==> src/rtl/uart_tx_port_if.sv <==
// uart_tx_port_if: strobe-style register bus (mode select, read/write strobes, data) for uart_tx_port.
interface uart_tx_port_if;
  logic [1:0] mode;
  logic       read;
  logic       write;
  logic [7:0] data_in;
  logic [7:0] data_out;
  modport master (output mode, read, write, data_in, input data_out);
  modport slave (input mode, read, write, data_in, output data_out);
endinterface

==> src/rtl/uart_tx_port.sv <==
// uart_tx_port: strobe-bus UART transmitter with byte FIFO and programmable divisor, 8N1 frames.
// Defining UART_TX_PARITY_EN inserts an even-parity bit between data and stop (8E1).
module uart_tx_port #(
  parameter int FIFO_DEPTH_LOG2 = 4,
  parameter int DEFAULT_DIV = 546
) (
  input  logic          clk,
  input  logic          reset,
  uart_tx_port_if.slave bus,
  output logic          txd,
  output logic          tx_irq
);
  localparam int N = FIFO_DEPTH_LOG2;
  localparam int DEPTH = 1 << N;
`ifdef UART_TX_PARITY_EN
  typedef enum logic [2:0] {IDLE, START, DATA, PARITY, STOP} state_t;
`else
  typedef enum logic [2:0] {IDLE, START, DATA, STOP} state_t;
`endif
  state_t      state_q, state_d;
  logic        read_dly_q, write_dly_q;
  logic [7:0]  mem_q [DEPTH];
  logic [N:0]  wp_q, rp_q, count;
  logic        overflow_q, ovf_hold_q;
  logic [15:0] div_q, bit_div_q, bit_div_d, baud_q, baud_d;
  logic [2:0]  bit_idx_q, bit_idx_d;
  logic [7:0]  shift_q, shift_d;
  logic        txd_q, txd_d, irq_q, irq_d;
  logic        wr_edge, rd_edge, push, pop, full, empty, bit_end;
  logic [15:0] cnt_w;
  logic [3:0]  cnt_sat;
  logic [7:0]  status;
`ifdef UART_TX_PARITY_EN
  logic        par_q;
`endif
  assign wr_edge = bus.write && !write_dly_q;
  assign rd_edge = bus.read && !read_dly_q;
  assign count = wp_q - rp_q;
  assign full = count[N];
  assign empty = count == '0;
  assign push = wr_edge && bus.mode == 2'd0 && !full;
  assign bit_end = baud_q == bit_div_q;
  assign cnt_w = 16'(count);
  assign cnt_sat = cnt_w > 16'd15 ? 4'hF : cnt_w[3:0];
  // bit0 reads as "space available", so an empty idle FIFO reports 0x03
  assign status = {cnt_sat, overflow_q || ovf_hold_q, state_q != IDLE, empty, !full};
  assign bus.data_out = bus.mode == 2'd1 ? status :
                        bus.mode == 2'd2 ? div_q[7:0] :
                        bus.mode == 2'd3 ? div_q[15:8] : 8'h00;
  assign txd = txd_q;
  assign tx_irq = irq_q;
  always_comb begin
    state_d = state_q;
    baud_d = bit_end ? 16'd0 : baud_q + 16'd1;
    bit_idx_d = bit_idx_q;
    shift_d = shift_q;
    bit_div_d = bit_div_q;
    pop = 1'b0;
    case (state_q)
      IDLE: begin
        baud_d = 16'd0;
        pop = !empty;
      end
      START: if (bit_end) state_d = DATA;
      DATA: if (bit_end) begin
        shift_d = shift_q >> 1;
        bit_idx_d = bit_idx_q + 3'd1;
`ifdef UART_TX_PARITY_EN
        if (bit_idx_q == 3'd7) state_d = PARITY;
      end
      PARITY: if (bit_end) state_d = STOP;
`else
        if (bit_idx_q == 3'd7) state_d = STOP;
      end
`endif
      STOP: if (bit_end) begin
        state_d = IDLE;
        pop = !empty;
      end
      default: state_d = IDLE;
    endcase
    if (pop) begin
      state_d = START;
      shift_d = mem_q[rp_q[N-1:0]];
      bit_div_d = div_q;
      bit_idx_d = 3'd0;
      baud_d = 16'd0;
    end
  end
`ifdef UART_TX_PARITY_EN
  assign txd_d = state_q == PARITY ? par_q : state_q == DATA ? shift_q[0] : state_q != START;
`else
  assign txd_d = state_q == DATA ? shift_q[0] : state_q != START;
`endif
  assign irq_d = empty && state_d == IDLE;
  always_ff @(posedge clk) if (push) mem_q[wp_q[N-1:0]] <= bus.data_in;
  always_ff @(posedge clk or negedge reset) begin
    if (!reset) begin
      state_q <= IDLE;
      read_dly_q <= 1'b0;
      write_dly_q <= 1'b0;
      wp_q <= '0;
      rp_q <= '0;
      overflow_q <= 1'b0;
      ovf_hold_q <= 1'b0;
      div_q <= 16'(DEFAULT_DIV);
      bit_div_q <= 16'(DEFAULT_DIV);
      baud_q <= 16'd0;
      bit_idx_q <= 3'd0;
      shift_q <= 8'd0;
      txd_q <= 1'b1;
      irq_q <= 1'b1;
    end else begin
      state_q <= state_d;
      read_dly_q <= bus.read;
      write_dly_q <= bus.write;
      if (push) wp_q <= wp_q + 1'b1;
      if (pop) rp_q <= rp_q + 1'b1;
      overflow_q <= (wr_edge && bus.mode == 2'd0 && full) ? 1'b1 :
                    (rd_edge && bus.mode == 2'd1) ? 1'b0 : overflow_q;
      // keep showing overflow for the rest of the read that cleared it
      ovf_hold_q <= bus.read && (ovf_hold_q || (rd_edge && bus.mode == 2'd1 && overflow_q));
      if (wr_edge && bus.mode == 2'd2) div_q[7:0] <= bus.data_in;
      if (wr_edge && bus.mode == 2'd3) div_q[15:8] <= bus.data_in;
      bit_div_q <= bit_div_d;
      baud_q <= baud_d;
      bit_idx_q <= bit_idx_d;
      shift_q <= shift_d;
      txd_q <= txd_d;
      irq_q <= irq_d;
    end
  end
`ifdef UART_TX_PARITY_EN
  always_ff @(posedge clk or negedge reset) begin
    if (!reset) par_q <= 1'b0;
    else if (pop) par_q <= ^shift_d;
  end
`endif
endmodule

==> src/flat_wrapper.sv <==
// flat-port wrapper written by rule: the top's interface ports become plain ports
module uart_tx_port_flat 
#(
  parameter int FIFO_DEPTH_LOG2 = 4,
  parameter int DEFAULT_DIV = 546
)
  (clk, reset, txd, tx_irq, bus_mode, bus_read, bus_write, bus_data_in, bus_data_out);
  uart_tx_port_if bus_i ();
  input  logic clk;
  input  logic reset;
  output logic txd;
  output logic tx_irq;
  input wire logic [$bits(bus_i.mode)-1:0] bus_mode;
  input wire logic [$bits(bus_i.read)-1:0] bus_read;
  input wire logic [$bits(bus_i.write)-1:0] bus_write;
  input wire logic [$bits(bus_i.data_in)-1:0] bus_data_in;
  output wire logic [$bits(bus_i.data_out)-1:0] bus_data_out;
  assign bus_i.mode = bus_mode;
  assign bus_i.read = bus_read;
  assign bus_i.write = bus_write;
  assign bus_i.data_in = bus_data_in;
  assign bus_data_out = bus_i.data_out;
  uart_tx_port #(.FIFO_DEPTH_LOG2(FIFO_DEPTH_LOG2), .DEFAULT_DIV(DEFAULT_DIV)) u_core (.clk(clk), .reset(reset), .bus(bus_i), .txd(txd), .tx_irq(tx_irq));
endmodule
==> config.mk <==
export PLATFORM = sky130hd
export DESIGN_NAME = uart_tx_port_flat
export DESIGN_NICKNAME = d
export VERILOG_FILES = /design/src/rtl/uart_tx_port_if.sv /design/src/rtl/uart_tx_port.sv /design/src/flat_wrapper.sv
export SDC_FILE = /design/constraint.sdc
export NUM_CORES = 1
export LEC_CHECK = 0
export ABC_AREA = 1
export CORE_MARGIN = 2
export CORE_UTILIZATION = 63
export CTS_BUF_LIST = sky130_fd_sc_hd__clkbuf_4
export DETAILED_ROUTE_END_ITERATION = 6
export DONT_BUFFER_PORTS = 1
export PLACE_DENSITY_LB_ADDON = 0.12
export SETUP_SLACK_MARGIN = 0.02
export SLEW_MARGIN = 20
export SYNTH_ARGS = -nofsm -noshare
export SYNTH_HDL_FRONTEND = slang
export SYNTH_SLANG_ARGS = --single-unit
==> constraint.sdc <==
create_clock -name clk -period 3.13 [get_ports clk]
set_input_delay 0.626 -clock clk [delete_from_list [all_inputs] [get_ports clk]]
set_output_delay 0.626 -clock clk [all_outputs]
set_load 0.01 [all_outputs]
==> impl_results.md, run 1 <==
- Total Power: just under 9 mW
- Synth cell count leaders: 205 x nand2_1, 128 x edfxtp_1, 127 x nor2_1, 85 x o21ai_0, 75 x inv_1
- Final hold vios: 0
- Top-count cell post-synth: nand2_1
- Post-Route WL: 20,800 µm
- Initial DRC Count: slightly above 600
- Combinational Power Share: 33.9%
- Pleak: around 4.3 nW
- Worst setup EP type: output pin
- Pwr/cell area: 843 nW/µm²
- Site row count: 43
- Minimum clock period: 3.13 ns
- Area contributors post-synth: edfxtp_1 42%, dfrtp_1 19%, nand2_1 8.5%
- Root buffer cell: clkbuf_4
- Clock Tree Buf Depth: 3
- FF/Latch Area: approximately 5800 µm²
- CTS tree: yes
- RSZ-0062 raised after global routing: yes
- Die extent in x: between 100 and 150 µm
- Pre-CTS setup slack: around 0.33 ns
- Slowest-stage cell, CP: dfrtp_1
- Reg clk slew, reported paths: about 0.07 ns
- Fin crit share: between 90% and 100%
- DR vias/cell: approximately 5.7
- First-pass GRT wire length: about 33,000 µm
- GRT Overall Usage: between 20% and 30%
- Layout Skew: approximately 0.046 ns
- Pin count of the biggest net entering global routing: 79
- Sequential share of power: slightly below 40%
- Filler Cell Count: 998
- Area of the multi-input gates: 2870 µm²
- Max-slew headroom: around 54%
- Top cell type by total area after synthesis: edfxtp_1
- Worst path cell trace: inv_2 -> ha_4 -> inv_2 -> fa_2 -> nand3_2 -> nand3_2 -> nand2_4 -> inv_4 -> buf_4 -> o21ai_1 -> nand3_1
- Area of the mapped netlist: ~9000 µm²
- # IOs: 24
- Routed Antenna Nets: 0
- Ys flop type: edfxtp_1
- Yosys warns: 0
- Switch share: around 37%
- Total die area: 15,400 µm²
- Starting Density: ~65%
- Highest Clock Rate: between 300 and 400 MHz
- Clock net sink count: 206
- Placer Congestion: 0.903
- CTS H-Tree Depth: 2
- Hold WC Path Type: input pin to flop
- Yosys cell types: 41
- Die span in y: ~120 µm
- Psw: 3.24 mW
- Synth top area share: around 42%
- Routed len/inst: between 15 and 20 µm
- Slowest Stage Delay on Critical Path: about 0.39 ns
- Post-Synthesis Cells: around 900
- IO Port Bufs: 0
- Worst Path Class, Setup: flop to output pin
- Worst skew pair latency: around 0.68 ns
- Peak VDD IR: between 0.5 and 0.6 mV
- Clock power share: roughly a quarter
- Post-Syn Area per Cell: just over 10 µm²
- Ratio of cells with drive above 1 in the final layout: about 16%
- Sequential share of the synthesized area: about 64%
- Final setup fails: 0
- Routed via count: 6,777
- CP required: about 2.5 ns
- Post-synth EDFFs: about 130
- # DRC: 0
- Post-synthesis async set-or-reset flop share: about 38%
- Nets: roughly 1,000
- Post-synth net total: roughly 900
- Worst-path maximum fanout: 5
- Register bit count reported by yosys: 206
- Initial antenna violation count: 0
- Total CTS buffers: 51
- Worst slew pin tran: around 0.69 ns
- GR Overflow Total: 0
- Max Slew Vio Count: 0
- HPWL after DPL: between 10,000 and 15,000 µm
- Internal Pwr Total: around 5.5 mW
- Max-Cap Viols: 0
- Total core area: approximately 14,000 µm²
- Outcome: finished clean
- Setup ws final: 0.00124 ns
- N_diodes: 0
- CP Launch Type: flop
- Vias in the first global route: roughly 6,600
- Drt pass-1 iters: 5
- Worst Path Arrival: around 2.5 ns
- Area Overhead vs Synth: 14.2%
[area by class of cell]
cell class,instances,area share (%)
repair buffers,54,4.51
inverters,81,2.96
multi-input cells,580,27.6
well taps,180,2.17
clock buffers,80,5.79
clock inverters,16,0.929
flip-flops and latches,206,56.0
[layout by cell type (no fill, tap or decap), types with 2 or more instances in the layout]
cell           Yosys  layout
ha_1              12      10
ha_4               0       2
xnor2_1            3       3
dlygate4sd3_1      0      12
o211ai_1           9       9
o22ai_1           16      16
clkbuf_4           0      80
inv_1             75      72
o21ai_0           85      83
nor3_2             1       2
nand3_1           50      46
dfrtp_1           70      69
o221ai_1           6       6
o21ai_1           15      17
nor2_4             2       2
nor3_1             7       6
nand2_2            1       2
nor2_1           127     127
inv_2              3       5
a21oi_1           10      10
edfxtp_1         128     128
a31oi_1            2       2
a22oi_1            2       2
buf_4              1      40
xor2_1            15      15
dfstp_2            8       8
nand2_4            1       2
nand2_1          205     203
nand3_2            1       5
clkinv_1           3      15
[stage by stage]
stage                     utilization [%]  std cells  TNS, ns  hold WS (ns)  cell area (µm²)
after floorplan                         -        899        0         0.330             9080
after global placement               66.9       1075        0         0.332             9360
after detailed placement             66.9       1075        0         0.333             9360
after CTS                            73.8       1195  -0.0189      0.000104            10300
after global routing                 74.1       1197   -0.364       0.00477            10400
final                                74.1       1197        0        0.0370            10400
[sequential cells by signal, summed over array words and instances, names as in the netlist]
| name | flops |
|---|---|
| u_core.write_dly_q | 1 |
| u_core.wp_q | 5 |
| u_core.txd | 1 |
| u_core.tx_irq | 1 |
| u_core.baud_q | 16 |
| u_core.bit_div_q | 16 |
| u_core.read_dly_q | 1 |
| u_core.bit_idx_q | 3 |
| u_core.ovf_hold_q | 1 |
| u_core.state_q | 3 |
| u_core.rp_q | 5 |
| u_core.div_q | 16 |
| u_core.shift_q | 8 |
| u_core.overflow_q | 1 |
| u_core.mem_q | 128 |
[kinds of logic (layout without fill, tap and decap cells)]
| kind of cell | after synthesis | count (layout) | share of synthesized area, % |
|---|---|---|---|
| compound gates | 149 | 149 | 9.26 |
| xor+xnor | 18 | 18 | 1.74 |
| fa+ha+maj | 13 | 13 | 1.87 |
| buf+inv | 113 | 231 | 5.18 |
| flops | 206 | 206 | 63.9 |
| other cells | 1 | 1 | 0.0413 |
| simple gates | 399 | 399 | 18.0 |
[routing by layer]
layer,track usage [%],routed length (µm),vias to the layer above
met5,0,0,-
li1,-,-,3213
met3,5.91,1410,55
met4,13.1,687,0
met2,47.7,10400,267
met1,35.7,8360,3242
[path summary, 6_finish.rpt]
path	from	end	slack [ns]	depth (start not counted)
worst min-delay path	bus_data_in[6]	u_core.mem_q[10][6]$_DFFE_PP_	0.04	0
min in group asynchronous	reset	u_core.wp_q[2]$_DFFE_PN0P_	0.54	2
worst max-delay path	u_core.wp_q[0]$_DFFE_PN0P_	bus_data_out[7]	0.001	11
worst min register to register	u_core.bit_div_q[5]$_DFFE_PN1N_	u_core.bit_div_q[5]$_DFFE_PN1N_	0.50	2
max in group asynchronous	reset	u_core.tx_irq$_DFF_PN1_	2.22	2
worst max register to register	u_core.wp_q[0]$_DFFE_PN0P_	u_core.mem_q[4][1]$_DFFE_PP_	0.54	12
[worst max-delay path, delay by kind of cell (launching register included)]
family	cells	cell delay, ns
DFF	1	0.39
adders and majority gates	2	0.48
buffers and inverters	4	0.30
and+or+nand+nor	4	0.49
AOI/OAI and AO/OA	1	0.19
[repair_timing]
item | 4_1_cts | 5_1_grt
gates resized for setup | 11 | 7
setup endpoints to repair | 6 | 6
pin swaps | 6 | 3
setup buffers | 11 | 2
endpoints found under the hold margin | 107 | 0
hold buffers | 13 | 0
[power by group through the flow]
stage / combinational, mW / sequential, mW / clock [mW]
floorplan: 1.92 / 3.43 / 0
global placement: 2.51 / 3.48 / 0
detailed placement: 2.58 / 3.49 / 0
CTS: 2.81 / 3.44 / 2.38
global route: 3.28 / 3.48 / 2.51
finish: 2.97 / 3.45 / 2.33
Power figures use the tool's default switching activity.
==> run 2, diff against run 1 <==
Settings changed: PLACE_DENSITY_LB_ADDON 0.12 to 0.05.
==> run 2 against run 1 <==
The run now ends with negative setup slack left. Sequential share of layout area grew 1.1 points. Global-route usage fell by 0.35 points. Core utilization shrank 1.4 points. Cell count is 1.3% lower. Total power shrank 3.0%. Maximum frequency hardly changed. Flip-flop and latch count did not move. Worst hold slack improved by 0.030 ns.
==> impl_results.md, run 2 (synthesis results as in run 1) <==
- Hold_ws: 0.0672 ns (+0.0302 ns)
- Clock net sink count: 206 (unchanged)
- Switch share: 37.0% (-0.11 points)
- Pleak: 4.24 nW (-1.9%)
- Routed len/inst: 17.3 µm (-0.45%)
- Root buffer cell: clkbuf_4
- Hold WC Path Type: input pin to flop
- RSZ-0062 raised after global routing: yes
- Final setup fails: 1 (+1)
- Total CTS buffers: 51 (unchanged)
- Max Slew Vio Count: 0 (unchanged)
- Critical path's most frequent cell: inv_2
- DR vias/cell: 5.65 (-0.19%)
- Reg clk slew, reported paths: 0.07 ns (about the same)
- Routed via count: 6,674 (-1.5%)
- Post-route cell area: 10,200 µm² (-1.8%)
- Post-Route WL: 20,500 µm (-1.8%)
- Failing checks: negative setup slack
- Final hold vios: 0 (unchanged)
- Die extent in x: 124 µm (unchanged)
- Combinational Power Share: 32.6% (-1.3 points)
- Placer Congestion: 0.880 (-2.5%)
- Worst skew pair latency: 0.65 ns (-0.03 ns)
- Clock power share: 26.8% (about the same)
- Fin crit share: 100% (about the same)
- # DRC: 0 (unchanged)
- CTS H-Tree Depth: 2 (unchanged)
- Finished Layout Cells: 1,181 (-1.3%)
- Total core area: 14,000 µm² (unchanged)
- Slowest-stage cell, CP: dfrtp_1
- Vias in the first global route: 6,647 (+0.20%)
- Sequential share of power: 40.6% (+1.2 points)
- Pwr/cell area: 833 nW/µm² (-1.2%)
- Worst Path Class, Setup: flop to output pin
- Area Overhead vs Synth: 12.1%
- Total die area: 15,400 µm² (unchanged)
- Worst path cell trace: inv_2 -> ha_4 -> inv_2 -> fa_2 -> xor2_1 -> nor3_1 -> nand3_1 -> o211ai_1 -> buf_4
- Outcome: complete, but fails checks
- Drt pass-1 iters: 5 (unchanged)
- Layout Skew: 0.0306 ns (-0.0150 ns)
- Starting Density: 64.9% (unchanged)
- Largest register FFs: 128 (unchanged)
- Routed Antenna Nets: 0 (unchanged)
- Worst setup EP type: output pin
- N_diodes: 0 (unchanged)
- Psw: 3.13 mW (-3.3%)
- Highest Clock Rate: 319 MHz (about the same)
- Worst Path Arrival: 2.51 ns (about the same)
- Pre-CTS setup slack: 0.378 ns (+0.0436 ns)
- Commonest non-fill, non-tap cell in the layout: nand2_1
- Worst slew pin tran: 0.644 ns (-0.0424 ns)
- Fin util: 72.8% (-1.4 points)
- Initial antenna violation count: 0 (unchanged)
- GR Overflow Total: 0 (unchanged)
- CP required: 2.50 ns (about the same)
- Minimum clock period: 3.13 ns (+0.00269 ns)
- CP Launch Type: flop
- Worst-path maximum fanout: 2 (-3)
- # IOs: 24 (unchanged)
- Max-slew headroom: 57.0% (+2.8 points)
- Max-Cap Viols: 0 (unchanged)
- Pin count of the biggest net entering global routing: 79 (unchanged)
- Most frequent cells in the layout: 204 x nand2_1, 128 x edfxtp_1, 127 x nor2_1
- Clock Tree Buf Depth: 3 (unchanged)
- Nets: 986 (-1.5%)
- First-pass GRT wire length: 32,700 µm (-0.44%)
- Slowest Stage Delay on Critical Path: 0.40 ns (about the same)
- Internal Pwr Total: 5.35 mW (-2.9%)
- Placed cell areas: 9360 µm² (unchanged)
- Site row count: 43 (unchanged)
- Reg2reg start: u_core.rp_q[0]$_DFFE_PN0N_
- Worst hold start: bus_data_in[3]
- Total Power: 8.48 mW (-3.0%)
- IO Port Bufs: 0 (unchanged)
- HPWL after DPL: 13,300 µm (+3.7%)
- GRT Overall Usage: 28.1% (-0.35 points)
- CTS tree: yes
- Cells after DPL: 1,075 (unchanged)
- Peak VDD IR: 0.502 mV (-0.53%)
- Ratio of cells with drive above 1 in the final layout: 14.7% (-0.95 points)
- Total negative slack: -0.00144 ns (-0.00144 ns)
- Die span in y: 124 µm (unchanged)
- CP Launch Point: u_core.wp_q[0]$_DFFE_PN0P_
- R2R Setup Slk: 0.51 ns (-0.03 ns)
- Initial DRC Count: 537 (-12%)
- Setup ws final: -0.00144 ns (-0.00269 ns)
==> run 2: what timing repair did <==
action / 4_1_cts / 5_1_grt
buffers inserted: 4 / 3
pin swaps: 7 / 5
hold buffers: 4 / 0
setup endpoints to repair: 6 / 6
hold endpoints to repair: 80 / 0
resized for setup: 8 / 4
==> run 2: final timing paths <==
check | endpoint | cells after the start
min in group asynchronous | u_core.div_q[7]$_DFFE_PN0P_ | 2
worst max-delay path | bus_data_out[1] | 9
worst min register to register | u_core.bit_div_q[9]$_DFFE_PN1N_ | 2
worst max register to register | u_core.shift_q[0]$_DFFE_PN0P_ | 11
worst min-delay path | u_core.mem_q[9][3]$_DFFE_PP_ | 0
max in group asynchronous | u_core.bit_div_q[1]$_DFFE_PN1N_ | 2
==> run 2: final cells by class <==
type / count / area, µm²
multi-input cells: 580 / 2830
flip-flops and latches: 206 / 5810
inverters: 81 / 307
well taps: 180 / 225
clock inverters: 19 / 106
fillers: 1035 / 3810
repair buffers: 39 / 333
clock buffers: 76 / 571
==> run 2: worst max-delay path: cells and delay by family, from the launching register on <==
family,cells,cell delay [ns]
compound gates,1,0.24
xor+xnor,1,0.16
fa+ha+maj,2,0.48
buf+inv,3,0.30
flops,1,0.40
simple gates,2,0.28
==> run 2: layer usage <==
metal / up-vias / GRT usage, % / wire, µm
met3: 39 / 5.59 / 1280
met5: - / 0 / 0
li1: 3176 / - / -
met2: 254 / 47.1 / 10000
met4: 0 / 11.9 / 523
met1: 3205 / 35.8 / 8620
==> run 2: power by group through the flow <==
| stage | Sequential, mW | Combinational (mW) | Clock (mW) |
|---|---|---|---|
| floorplan | 3.43 | 1.92 | 0 |
| global placement | 3.47 | 2.52 | 0 |
| detailed placement | 3.49 | 2.57 | 0 |
| CTS | 3.44 | 2.68 | 2.31 |
| global route | 3.48 | 3.11 | 2.46 |
| finish | 3.44 | 2.76 | 2.28 |
==> run 3, diff against run 2 <==
Settings changed: GPL_TIMING_DRIVEN set to 1, SLEW_MARGIN 20 to 40, TNS_END_PERCENT set to 5.
==> run 3 against run 2 <==
The flow still finishes with violations (negative setup slack). Via count decreased by 0.33%. Routed wire length increased by 0.41%. Combinational power about the same. Maximum frequency decreased by 3.7%. First-iteration DRC count increased by 10%. Critical path depth unchanged. Register-to-register slack got worse by 0.03 ns. Worst setup slack got worse by 0.12 ns. Worst hold slack got worse by 0.021 ns. Cell count unchanged. Highest routed layer unchanged.
==> impl_results.md, run 3 (synthesis results as in run 1) <==
- Outcome: complete, but fails checks
- Failing checks: negative setup slack
- Placed cell areas: 9360 µm² (unchanged)
- Routed via count: 6,652 (-0.33%)
- Total negative slack: -0.251 ns (-0.250 ns)
- # IOs: 24 (unchanged)
- Setup ws final: -0.122 ns (-0.121 ns)
- First-pass GRT wire length: 32,600 µm (-0.25%)
- Fin util: 72.8% (about the same)
- Vias in the first global route: 6,618 (-0.44%)
- Peak VDD IR: 0.501 mV (-0.18%)
- Final hold vios: 0 (unchanged)
- Pleak: 4.25 nW (+0.19%)
- Initial antenna violation count: 0 (unchanged)
- GRT Overall Usage: 28.0% (-0.090 points)
- Root buffer cell: clkbuf_4
- Post-route cell area: 10,200 µm² (about the same)
- Pre-CTS setup slack: 0.378 ns (unchanged)
- Die extent in x: 124 µm (unchanged)
- Pin count of the biggest net entering global routing: 79 (unchanged)
- # DRC: 0 (unchanged)
- Highest Clock Rate: 307 MHz (-3.7%)
- Layout Skew: 0.0443 ns (+0.0137 ns)
- RSZ-0062 raised after global routing: yes
- Filler Cell Count: 1,040 (+0.48%)
- Fin crit share: 104% (+3.9 points)
- Finished Layout Cells: 1,181 (unchanged)
- Worst-path maximum fanout: 2 (unchanged)
- Placer Congestion: 0.880 (unchanged)
- Routed Antenna Nets: 0 (unchanged)
- Clock net sink count: 206 (unchanged)
- Area Overhead vs Synth: 12.1% (about the same)
- HPWL after DPL: 13,300 µm (unchanged)
- Initial DRC Count: 593 (+10%)
- N_diodes: 0 (unchanged)
- Nets: 986 (unchanged)
- Grt met1 use: 35.8% (+0.063 points)
- Worst setup EP type: output pin
- CP required: 2.50 ns (about the same)
- DR vias/cell: 5.63 (-0.33%)
- Starting Density: 64.9% (unchanged)
- Routed len/inst: 17.4 µm (+0.41%)
- CP Launch Type: flop
- Site row count: 43 (unchanged)
- Worst skew pair latency: 0.68 ns (+0.03 ns)
- Max-slew headroom: 56.8% (-0.24 points)
- Hold WC Path Type: input pin to flop
- Global Route met2 Usage: 47.1% (-0.068 points)
- Hold_ws: 0.0466 ns (-0.0206 ns)
- Worst slew pin tran: 0.648 ns (+0.00364 ns)
- Total core area: 14,000 µm² (unchanged)
- Busiest grt layer: met2
- Pwr/cell area: 836 nW/µm² (+0.38%)
- Total die area: 15,400 µm² (unchanged)
- Final setup fails: 5 (+4)
- Clock Tree Buf Depth: 3 (unchanged)
- Most frequent cells in the layout: 204 x nand2_1, 128 x edfxtp_1, 126 x nor2_1
- Post-Route WL: 20,600 µm (+0.41%)
- Minimum clock period: 3.25 ns (+0.121 ns)
- CTS H-Tree Depth: 2 (unchanged)
- Reg clk slew, reported paths: 0.07 ns (about the same)
- Worst Path Class, Setup: flop to output pin
- Worst Path Arrival: 2.63 ns (+0.12 ns)
- Met3 GRT Util: 5.45% (-0.14 points)
- Total CTS buffers: 51 (unchanged)
- Largest register FFs: 128 (unchanged)
- GR Overflow Total: 0 (unchanged)
- Die span in y: 124 µm (unchanged)
- Commonest non-fill, non-tap cell in the layout: nand2_1
- Max Slew Vio Count: 0 (unchanged)
- Total Power: 8.51 mW (+0.40%)
- IO Port Bufs: 0 (unchanged)
- Ratio of cells with drive above 1 in the final layout: 14.7% (unchanged)
- Drt pass-1 iters: 5 (unchanged)
- CTS tree: yes
- Max-Cap Viols: 0 (unchanged)
- Cells after DPL: 1,075 (unchanged)
## run 3: what timing repair did
item                                   4_1_cts  5_1_grt
hold buffers                                 4        0
endpoints found under the hold margin       80        0
gates resized for setup                      4        8
pin swaps                                    4        8
buffers inserted                             3        4
setup endpoints to repair                    6        6
## run 3: cell type report
cell class | count | area, µm² | area share, %
flip-flops and latches | 206 | 5810 | 57.0
multi-input cells | 580 | 2830 | 27.8
clock buffers | 76 | 571 | 5.60
repair buffers | 39 | 333 | 3.27
inverters | 81 | 304 | 2.99
well taps | 180 | 225 | 2.21
clock inverters | 19 | 106 | 1.04
## run 3: power breakdown
part / internal (mW) / leakage, nW / switching (mW)
Combinational: 0.937 / 1.71 / 1.85
Sequential: 3.21 / 2.13 / 0.228
Clock: 1.20 / 0.404 / 1.08
Total: 5.35 / 4.25 / 3.16
## run 3: final timing paths
| path | startpoint | to | slack (ns) | depth (start not counted) |
|---|---|---|---|---|
| worst max register to register | u_core.rp_q[0]$_DFFE_PN0N_ | u_core.shift_q[0]$_DFFE_PN0P_ | 0.48 | 11 |
| worst min register to register | u_core.shift_q[0]$_DFFE_PN0P_ | u_core.shift_q[0]$_DFFE_PN0P_ | 0.50 | 2 |
| min in group asynchronous | reset | u_core.baud_q[14]$_DFF_PN0_ | 0.52 | 2 |
| max in group asynchronous | reset | u_core.bit_div_q[1]$_DFFE_PN1N_ | 2.23 | 2 |
| worst min-delay path | bus_data_in[1] | u_core.mem_q[3][1]$_DFFE_PP_ | 0.05 | 0 |
| worst max-delay path | u_core.wp_q[0]$_DFFE_PN0P_ | bus_data_out[1] | -0.12 | 9 |
## run 3: worst max-delay path, stage by stage, from the launching register on
cell	delay, ns
dfrtp_1	0.40
inv_2	0.09
ha_4	0.12
inv_2	0.04
fa_2	0.41
xor2_1	0.20
nor3_1	0.16
nand3_1	0.13
o211ai_1	0.24
buf_4	0.17
## run 3: metal layers
layer / vias up / wire, µm
li1: 3179 / -
met1: 3200 / 8680
met2: 235 / 10100
met3: 38 / 1240
met4: 0 / 490
met5: - / 0
